--- src/rtl/recorder_controller.sv ---
// recorder_controller: sequences the voice-recorder datapath.
// Record moves deserializer words into the selected BRAM block and remembers
// how many were stored. Playback streams that block back to the serializer,
// optionally looping. All outputs are registered; reset is synchronous and
// active-low.
module recorder_controller #(
    parameter int ADDR_W = 16,
    parameter int DEPTH  = 50000,
    parameter int DATA_W = 16
) (
    input  logic              clock,
    input  logic              reset,
    input  logic              record,
    input  logic              play,
    input  logic              switch0,
    input  logic              switch1,
    input  logic              des_done,
    input  logic [DATA_W-1:0] des_data,
    input  logic              ser_ready,
    input  logic [DATA_W-1:0] mem_rdata,
    output logic              ser_load,
    output logic [DATA_W-1:0] ser_data,
    output logic [ADDR_W-1:0] mem_addr,
    output logic [DATA_W-1:0] mem_wdata,
    output logic              block1_ena,
    output logic              block1_wea,
    output logic              block2_ena,
    output logic              block2_wea,
    output logic              recording,
    output logic              playing,
    output logic [1:0]        mode
);

    // A full block holds DEPTH words, and DEPTH may equal 2^ADDR_W, so the
    // stored lengths need one bit more than an address.
    localparam int                LEN_W     = ADDR_W + 1;
    localparam logic [ADDR_W-1:0] LAST_ADDR = ADDR_W'(DEPTH - 1);
    localparam logic [LEN_W-1:0]  FULL_LEN  = LEN_W'(DEPTH);

    typedef enum logic [2:0] {
        S_IDLE,
        S_REC,
        S_REC_FULL,
        S_PLAY_RD,
        S_PLAY_WAIT,
        S_PLAY_LOAD
    } state_t;

    state_t              state, state_n;
    logic [ADDR_W-1:0]   addr, addr_n;
    logic                sel, sel_n;
    logic [LEN_W-1:0]    len1, len1_n;
    logic [LEN_W-1:0]    len2, len2_n;
    logic                wr_pend, wr_pend_n;
    logic                play_q;
    logic                play_rise;
    logic [LEN_W-1:0]    len_cur;
    logic [LEN_W-1:0]    len_req;
    logic [LEN_W-1:0]    addr_plus1;
    logic                acc_en, acc_we;
    logic [ADDR_W-1:0]   mem_addr_n;
    logic [DATA_W-1:0]   mem_wdata_n;
    logic [DATA_W-1:0]   ser_data_n;
    logic                ser_load_n;
    logic [1:0]          mode_n;

    assign play_rise  = play & ~play_q;
    // Length of the block being operated on (latched select) and of the block
    // the user is currently pointing at (live switch), used to refuse empty play.
    assign len_cur    = sel ? len2 : len1;
    assign len_req    = switch0 ? len2 : len1;
    assign addr_plus1 = {1'b0, addr} + LEN_W'(1);

    // State register.
    // NOTE: every clocked process uses non-blocking (<=) assignments so all
    // registers update from the same pre-edge values; blocking (=) here would
    // make the result depend on statement order.
    always_ff @(posedge clock) begin
        if (!reset) state <= S_IDLE;
        else        state <= state_n;
    end

    // Next-state, bookkeeping and next-output logic.
    // NOTE: every signal written in this block receives a default first, so no
    // path through the case leaves one unassigned and no latch is inferred.
    always_comb begin
        state_n     = state;
        addr_n      = addr;
        sel_n       = sel;
        len1_n      = len1;
        len2_n      = len2;
        wr_pend_n   = 1'b0;
        acc_en      = 1'b0;
        acc_we      = 1'b0;
        mem_addr_n  = mem_addr;
        mem_wdata_n = mem_wdata;
        ser_load_n  = 1'b0;
        ser_data_n  = ser_data;

        unique case (state)
            S_IDLE: begin
                // Record wins over a simultaneous play edge.
                if (record) begin
                    sel_n   = switch0;
                    addr_n  = '0;
                    state_n = S_REC;
                end else if (play_rise && (len_req != '0)) begin
                    sel_n      = switch0;
                    addr_n     = '0;
                    acc_en     = 1'b1;
                    mem_addr_n = '0;
                    state_n    = S_PLAY_RD;
                end
            end

            S_REC: begin
                if (wr_pend) begin
                    // The write to addr is on the bus this cycle.
                    if (addr == LAST_ADDR) begin
                        if (sel) len2_n = FULL_LEN;
                        else     len1_n = FULL_LEN;
                        state_n = S_REC_FULL;
                    end else begin
                        addr_n = addr + ADDR_W'(1);
                        if (des_done) begin
                            acc_en      = 1'b1;
                            acc_we      = 1'b1;
                            mem_addr_n  = addr + ADDR_W'(1);
                            mem_wdata_n = des_data;
                            wr_pend_n   = 1'b1;
                        end
                    end
                end else if (des_done) begin
                    acc_en      = 1'b1;
                    acc_we      = 1'b1;
                    mem_addr_n  = addr;
                    mem_wdata_n = des_data;
                    wr_pend_n   = 1'b1;
                end else if (!record) begin
                    // The button level only matters once no word is in flight,
                    // so a word that lands on the release cycle is still kept.
                    if (sel) len2_n = {1'b0, addr};
                    else     len1_n = {1'b0, addr};
                    state_n = S_IDLE;
                end
            end

            S_REC_FULL: begin
                // Require a release so a held button cannot start a new take.
                if (!record) state_n = S_IDLE;
            end

            S_PLAY_RD: begin
                state_n = S_PLAY_WAIT;
            end

            S_PLAY_WAIT: begin
                ser_data_n = mem_rdata;
                state_n    = S_PLAY_LOAD;
            end

            S_PLAY_LOAD: begin
                if (ser_ready) begin
                    ser_load_n = 1'b1;
                    if (addr_plus1 == len_cur) begin
                        if (switch1) begin
                            addr_n     = '0;
                            acc_en     = 1'b1;
                            mem_addr_n = '0;
                            state_n    = S_PLAY_RD;
                        end else begin
                            state_n = S_IDLE;
                        end
                    end else begin
                        addr_n     = addr + ADDR_W'(1);
                        acc_en     = 1'b1;
                        mem_addr_n = addr + ADDR_W'(1);
                        state_n    = S_PLAY_RD;
                    end
                end
            end

            default: begin
                state_n = S_IDLE;
            end
        endcase
    end

    // Display mode code follows the state being entered.
    always_comb begin
        mode_n = 2'd0;
        unique case (state_n)
            S_REC:                               mode_n = 2'd1;
            S_REC_FULL:                          mode_n = 2'd3;
            S_PLAY_RD, S_PLAY_WAIT, S_PLAY_LOAD: mode_n = 2'd2;
            default:                             mode_n = 2'd0;
        endcase
    end

    // Bookkeeping registers and registered outputs; only the latched block's
    // enables are ever driven.
    always_ff @(posedge clock) begin
        if (!reset) begin
            addr       <= '0;
            sel        <= 1'b0;
            len1       <= '0;
            len2       <= '0;
            wr_pend    <= 1'b0;
            play_q     <= 1'b0;
            ser_load   <= 1'b0;
            ser_data   <= '0;
            mem_addr   <= '0;
            mem_wdata  <= '0;
            block1_ena <= 1'b0;
            block1_wea <= 1'b0;
            block2_ena <= 1'b0;
            block2_wea <= 1'b0;
            recording  <= 1'b0;
            playing    <= 1'b0;
            mode       <= 2'd0;
        end else begin
            addr       <= addr_n;
            sel        <= sel_n;
            len1       <= len1_n;
            len2       <= len2_n;
            wr_pend    <= wr_pend_n;
            play_q     <= play;
            ser_load   <= ser_load_n;
            ser_data   <= ser_data_n;
            mem_addr   <= mem_addr_n;
            mem_wdata  <= mem_wdata_n;
            block1_ena <= acc_en & ~sel_n;
            block1_wea <= acc_en & acc_we & ~sel_n;
            block2_ena <= acc_en & sel_n;
            block2_wea <= acc_en & acc_we & sel_n;
            recording  <= (state_n == S_REC);
            playing    <= (state_n == S_PLAY_RD) || (state_n == S_PLAY_WAIT) ||
                          (state_n == S_PLAY_LOAD);
            mode       <= mode_n;
        end
    end

endmodule
--- config.mk ---
export PLATFORM = sky130hd
export DESIGN_NAME = recorder_controller
export DESIGN_NICKNAME = d
export VERILOG_FILES = /design/src/rtl/recorder_controller.sv
export SDC_FILE = /design/constraint.sdc
export NUM_CORES = 1
export LEC_CHECK = 0
export BUFFER_PORTS_ARGS = -buffer_cell sky130_fd_sc_hd__buf_2
export CAP_MARGIN = 20
export CORE_MARGIN = 1.5
export CORE_UTILIZATION = 50
export DETAILED_ROUTE_END_ITERATION = 6
export GPL_TIMING_DRIVEN = 0
export PLACE_DENSITY_LB_ADDON = 0.12
export SYNTH_ARGS = -nofsm -noshare
export SYNTH_HDL_FRONTEND = slang
export SYNTH_SLANG_ARGS = --single-unit
--- constraint.sdc ---
create_clock -name clock -period 3.3 [get_ports clock]
set_input_delay 0.165 -clock clock [delete_from_list [all_inputs] [get_ports clock]]
set_output_delay 0.165 -clock clock [all_outputs]
set_load 0.05 [all_outputs]
After elaboration in Yosys (flattened, before gate mapping)
Cells that the tools add are included.
{"block": "op_classes", "addsub": 2, "mul": 0, "n_div": 0, "magnitude_cmp": 0, "eq_ne": 26, "shift": 0, "n_mux": 56, "bitwise_logic": 9, "reduce_logical": 13}
{"cell": "16-bit 2-to-1 mux", "n": 15}
{"cell": "17-bit 2-to-1 mux", "n": 14}
{"cell": "16-bit case mux with 3 select lines", "n": 2}
{"cell": "3-bit 2-to-1 mux", "n": 8}
{"cell": "3-bit case mux with 6 select lines", "n": 1}
{"cell": "16-bit by 1-bit adder with 17-bit output (second input constant)", "n": 1}
{"cell": "17-bit == test", "n": 1}
{"cell": "17-bit nonzero test", "n": 1}
{"cell": "16-bit by 1-bit adder with 16-bit output (second input constant)", "n": 1}
{"cell": "16-bit == test (second input constant)", "n": 1}
{"cell": "3-bit != test (second input constant)", "n": 5}
{"cell": "1-bit 2-to-1 mux", "n": 13}
{"cell": "3-bit by 2-bit == test with 1-bit output (second input constant)", "n": 4}
{"cell": "3-bit == test (second input constant)", "n": 4}
{"cell": "2-bit != test (second input constant)", "n": 6}
{"cell": "5-bit AND reduction", "n": 2}
{"cell": "8-bit AND reduction", "n": 1}
{"cell": "1-bit AND", "n": 6}
{"cell": "3-bit by 1-bit == test with 1-bit output (second input constant)", "n": 2}
{"cell": "2-bit by 1-bit != test with 1-bit output (second input constant)", "n": 3}
{"cell": "2-bit case mux with 3 select lines", "n": 1}
{"cell": "6-bit AND reduction", "n": 1}
{"cell": "2-bit AND reduction", "n": 2}
{"cell": "3-bit logical NOT", "n": 1}
{"cell": "other kinds (7)", "n": 10}
{"block": "word_totals", "reg_bits": 113, "latch_bits": 0, "ramBits": 0, "rom_bits": 0, "output_inout_bits": 57, "wordCells": 124, "n_memories": 0}

Depth between registers and ports, before layout
{"block": "logic_depth", "word_depth": 9, "ltp_mapped": 12, "mapped_depth_nobuf": 9}

Worst setup path before layout
No wires, ideal clock.
{"block": "synth_timing", "kind": "reg-to-reg", "startpoint": "register addr[0]", "endpoint": "register mem_addr[0]", "arrival_ps": 2780, "t_required_ps": 3240, "setup_slack_ps": 460, "stages_incl_launch_ff": 12, "path_cell_list": "dfxtp_1 > ha_1 > and3_1 > clkbuf_2 > nand2_2 > xnor2_1 > o211ai_1 > or4_4 > o41a_1 > nor3_4 > buf_6 > a22o_1"}
{"block": "synth_via", "elab_chain_cells": 5}
{"item": "from (decl)", "line_no": "50", "source": "logic [ADDR_W-1:0] addr, addr_n;"}
{"item": "from (signal assigned)", "line_no": "222", "source": "addr <= addr_n;"}
{"item": "16-bit by 1-bit adder with 17-bit output or 16-bit by 1-bit adder with 16-bit output (tied branches)", "line_no": "72, 128, 177"}
{"item": "17-bit == test or 16-bit 2-to-1 mux (tied branches)", "line_no": "165, 125"}
{"item": "16-bit 2-to-1 mux, on equally long branches", "line_no": "165, 119"}
{"item": "16-bit 2-to-1 mux, on equally long branches", "line_no": "163, 117"}
{"item": "16-bit case mux with 3 select lines", "line_no": "100", "source": "unique case (state)"}
{"item": "to (signal assigned)", "line_no": "230", "source": "mem_addr <= mem_addr_n;"}
{"item": "to (decl)", "line_no": "23", "source": "output logic [ADDR_W-1:0] mem_addr,"}
Several ways; a longest one is shown, not always the timed one. The select of a mux whose other input is x is not followed.
A chain may end at the register's enable or synchronous reset.

Worst setup path after layout
{"block": "layout_timing", "startpoint": "register addr[0]", "endpoint": "register mem_addr[2]"}
Same word-level chain as after synthesis.

==> summary.md <==
| Metric | Value |
|---|---|
| Comb power frac | `0.134` |
| Clock buffer count from CTS | `9` |
| Sequential Power Share | `0.535` |
| CP Launch Type | `register` |
| Number of buffers and inverters on the critical path | `2` |
| Least-Margin Pin Slew | `1.17 ns` |
| Pins Over Slew Limit | `0` |
| Grt met1 use | `0.360` |
| Max Freq | `320 MHz` |
| Final Hold Viols | `0` |
| Cell Int Power | `1.84 mW` |
| Rel. slew slack | `0.217` |
| Largest net degree at the start of global routing | `20` |
| Post-synth EDFFs | `0` |
| Die Area | `0.0113 mm2` |
| Hold EP | `mem_wdata[13]` |
| Post-DR vias/cell | `5.86` |
| Syn_nets | `679` |
| Final nets | `790` |
| Starting DRT DRC Count | `357` |
| Die height | `106 um` |
| Max-Cap Viols | `0` |
| Routability congestion estimate | `0.927` |
| Number of global-route vias before repair | `4,749` |
| Worst Hold Depth | `3` |
| Critical Path RT | `3.62 ns` |
| WL per Instance | `16.8 um` |
| Yosys reg bits | `111` |
| Area grow syn2layout | `17.7%` |
| Setup-failing EPs final | `0` |
| Post-synth ARST share | `0` |
| Peak supply drop | `0.000210 V` |
| Worst skew pair latency | `0.38 ns` |
| IO Pins | `97` |
| Ys flop type | `dfxtp_1` |
| Crit path kind | `register to register` |
| First-pass GRT wire length | `23.9 mm` |
| Grt ovf | `0` |
| Final Skew | `0.0131 ns` |
| FF-to-FF setup slack | `0.17 ns` |
| Clock sink count | `111` |
| CTS Buffer Depth | `2` |
| Synth warn | `0` |
| R2R Path Start | `addr[0]` |
| Simple-gate share of the synthesized area | `0.223` |
| CP arrival | `3.45 ns` |
| Post-synth cell types | `59` |
| Worst-path cell chain | `ha_2 -> and3_1 -> buf_2 -> nand2_2 -> xnor2_1 -> o211ai_1 -> or4_4 -> o41a_1 -> nor3_4 -> buf_6 -> a22o_1` |
| Core area | `0.0104 mm2` |
| Xor-xnor portion of the synthesized cell area | `0.0496` |
| Avg Inst Size Synth | `8.39 um2` |
| Clock share of power | `0.331` |
| Placed insts | `869` |
| Initial Utilization | `0.515` |
| R2R cell count | `11` |
| Final core occ | `0.607` |
| Gr busiest metal | `met2` |
| Mux cell area share after synthesis | `0.0368` |
| Status | `finished clean` |
| CTS root buf | `clkbuf_8` |
| Max incr delay on CP | `0.55 ns` |
| # rows | `37` |
| Mapped Cells | `637` |
| Fin crit share | `0.947` |
| Post-synthesis cell area | `0.00535 mm2` |
| GRT Resource Usage Total | `0.266` |
| CTS tree | `done` |
| GR Layer Usage met2 | `0.437` |
| Net Sw Frac | `0.286` |
| CP max FO | `10` |
| Min-delay src | `des_data[13]` |
| Top cell family by delay on the critical path | `simple AND/OR/NAND/NOR gates` |
| H-Tree Depth | `3` |
| Routed via count | `5,211` |
| Layout cells sized above 1 | `0.216` |
| IO Port Bufs | `95` |
| Pleak | `2.46 nW` |
| Layout Cells excl Fill | `889` |
| Remaining DRCs | `0` |
| Detail Placement HPWL | `11.2 mm` |
| Chip width | `106 um` |
| Switching Power | `735 uW` |
| DRT Wirelength | `15.0 mm` |
| Met3 usage | `0.0356` |
| Pwr dens | `408 mW/mm2` |
| R2R Path End | `mem_addr[2]` |
| Clk slew on worst S/H paths | `0.11 ns` |
| Antenna Violating Nets Remaining | `0` |
| Hold Path Class | `primary input to register` |
| Ant diodes | `0` |
| Part of the Yosys area used for sequential elements | `0.416` |
| Slowest cell on the critical path | `or4_4` |
| DR pass1 iterations | `7` |
| Post-Synth Adder-Cell Area | `0.00468` |
| Largest family of logic cells by synthesized area | `simple AND/OR/NAND/NOR gates` |
| Synth Area in Compound Gates | `0.215` |
| Crit end category | `register` |
| Antenna violations before repair | `0` |
| Tmin final | `3.13 ns` |
## flip-flops by register name, summed over array words and instances, names as in the netlist, 2 cells and up
signal,flops
len2,16
addr,16
mode,2
state,3
mem_wdata,16
len1,16
mem_addr,16
ser_data,16
## layout by cell type, fill, tap and decap left out, types with 10 or more instances in the layout
cell type    n
buf_2      110
dfxtp_1    109
nand2_1     93
nor2_1      56
a21oi_1     47
clkbuf_1    33
a22oi_1     32
o21ai_0     18
or3_1       17
mux2i_1     16
a22o_1      15
o22ai_1     14
o31ai_1     14
xor2_1      13
nand3_1     12
xnor2_1     12
nor3_1      10
nor4_1      10
nand4_1     10
## routing by layer
layer / up-vias / wire length (um)
met2: 228 / 7020
met3: 26 / 1020
met1: 2446 / 6620
met4: 0 / 296
met5: - / 0
li1: 2511 / -
## layout make-up
type	instances	area (um2)
buffer	55	272
clock buffer	9	124
clock inverter	7	80.1
fill	968	4080
inverter	7	26.3
multi-input combinational	464	2880
sequential	111	2230
tap	136	170
timing repair buffer	100	513
## cells by family after synthesis
logic type | count (synthesis)
flops | 111
compound gates | 169
mux | 18
simple gates | 248
xor+xnor | 27
buf+inv | 62
fa+ha+maj | 2
## synth_stat cells (2+ instances only)
| cell type | number | share of area |
|---|---|---|
| and3b_1 | 2 | 0.0033 |
| and4_1 | 4 | 0.0066 |
| nand2b_1 | 4 | 0.0047 |
| a22oi_1 | 32 | 0.045 |
| and2_1 | 8 | 0.0094 |
| ha_1 | 2 | 0.0047 |
| buf_4 | 4 | 0.0056 |
| a22o_1 | 15 | 0.025 |
| or3_1 | 17 | 0.020 |
| nand4_1 | 10 | 0.012 |
| nand3_1 | 13 | 0.012 |
| o21ai_0 | 18 | 0.017 |
| nor3_1 | 10 | 0.0094 |
| nor4_1 | 11 | 0.013 |
| mux2i_1 | 16 | 0.030 |
| a31oi_1 | 3 | 0.0035 |
| inv_1 | 7 | 0.0049 |
| nand2_1 | 93 | 0.065 |
| o211ai_1 | 5 | 0.0070 |
| o221a_2 | 6 | 0.013 |
| dfxtp_1 | 111 | 0.42 |
| or2_2 | 2 | 0.0023 |
| nand3b_1 | 3 | 0.0042 |
| xnor2_1 | 12 | 0.020 |
| a31o_2 | 3 | 0.0049 |
| clkbuf_1 | 34 | 0.024 |
| a21oi_1 | 47 | 0.044 |
| o31ai_1 | 14 | 0.020 |
| xor2_1 | 13 | 0.021 |
| o22ai_1 | 14 | 0.016 |
| and3_1 | 7 | 0.0082 |
| nor2_1 | 57 | 0.040 |
| buf_2 | 13 | 0.012 |
| buf_6 | 2 | 0.0042 |
## per-stage QoR
step | setup TNS (ns) | worst slack [ns] | power [mW] | hold slack, ns | cell area, um2
3_5_place_dp | -8.56 | -0.443 | 1.73 | 0.388 | 6000
5_1_grt | -0.00192 | -0.00131 | 2.65 | 0.0138 | 6290
2_1_floorplan | 0 | 0.460 | 1.63 | 0.287 | 5350
6_report | 0 | 0.175 | 2.57 | 0.00590 | 6290
4_1_cts | 0 | 0.00200 | 2.57 | 0.00573 | 6260
3_3_place_gp | -5.93 | -0.385 | 1.73 | 0.390 | 5990
## power by group through the flow
stage / Clock, mW / Combinational [mW] / Sequential (mW)
after global routing: 0.907 / 0.368 / 1.38
after global placement: 0 / 0.322 / 1.41
after detailed placement: 0 / 0.327 / 1.41
after floorplan: 0 / 0.172 / 1.46
after CTS: 0.860 / 0.337 / 1.38
final: 0.851 / 0.344 / 1.38
## what timing repair did
action | CTS | global route
hold buffers | 1 | 0
endpoints found under the hold margin | 1 | 0
setup endpoints to repair | 34 | 33
pin swaps | 1 | 3
resized for setup | 7 | 8
setup buffers | 2 | 1
## worst register-to-register path, stage by stage (launching register included)
cell and delay [ns]:
dfxtp_4 0.42, ha_2 0.24, and3_1 0.16, buf_2 0.19, nand2_2 0.12, xnor2_1 0.18, o211ai_1 0.18, or4_4 0.56
o41a_1 0.53, nor3_4 0.20, buf_6 0.17, a22o_1 0.14
## worst max-delay path by stage
| stage | slack (ns) | depth (start not counted) | startpoint | to |
|---|---|---|---|---|
| 6_report | 0.17 | 11 | addr[0] | mem_addr[2] |
| 5_1_grt | -0.001 | 11 | addr[0] | mem_addr[0] |
| 4_1_cts | 0.002 | 11 | addr[1] | mem_addr[2] |
| 3_5_place_dp | -0.44 | 11 | addr[0] | addr[11] |
| 3_3_place_gp | -0.39 | 11 | addr[0] | addr[11] |
| 2_1_floorplan | 0.46 | 11 | addr[0] | mem_addr[0] |
Note: power is estimated with default switching activity, not from simulation.
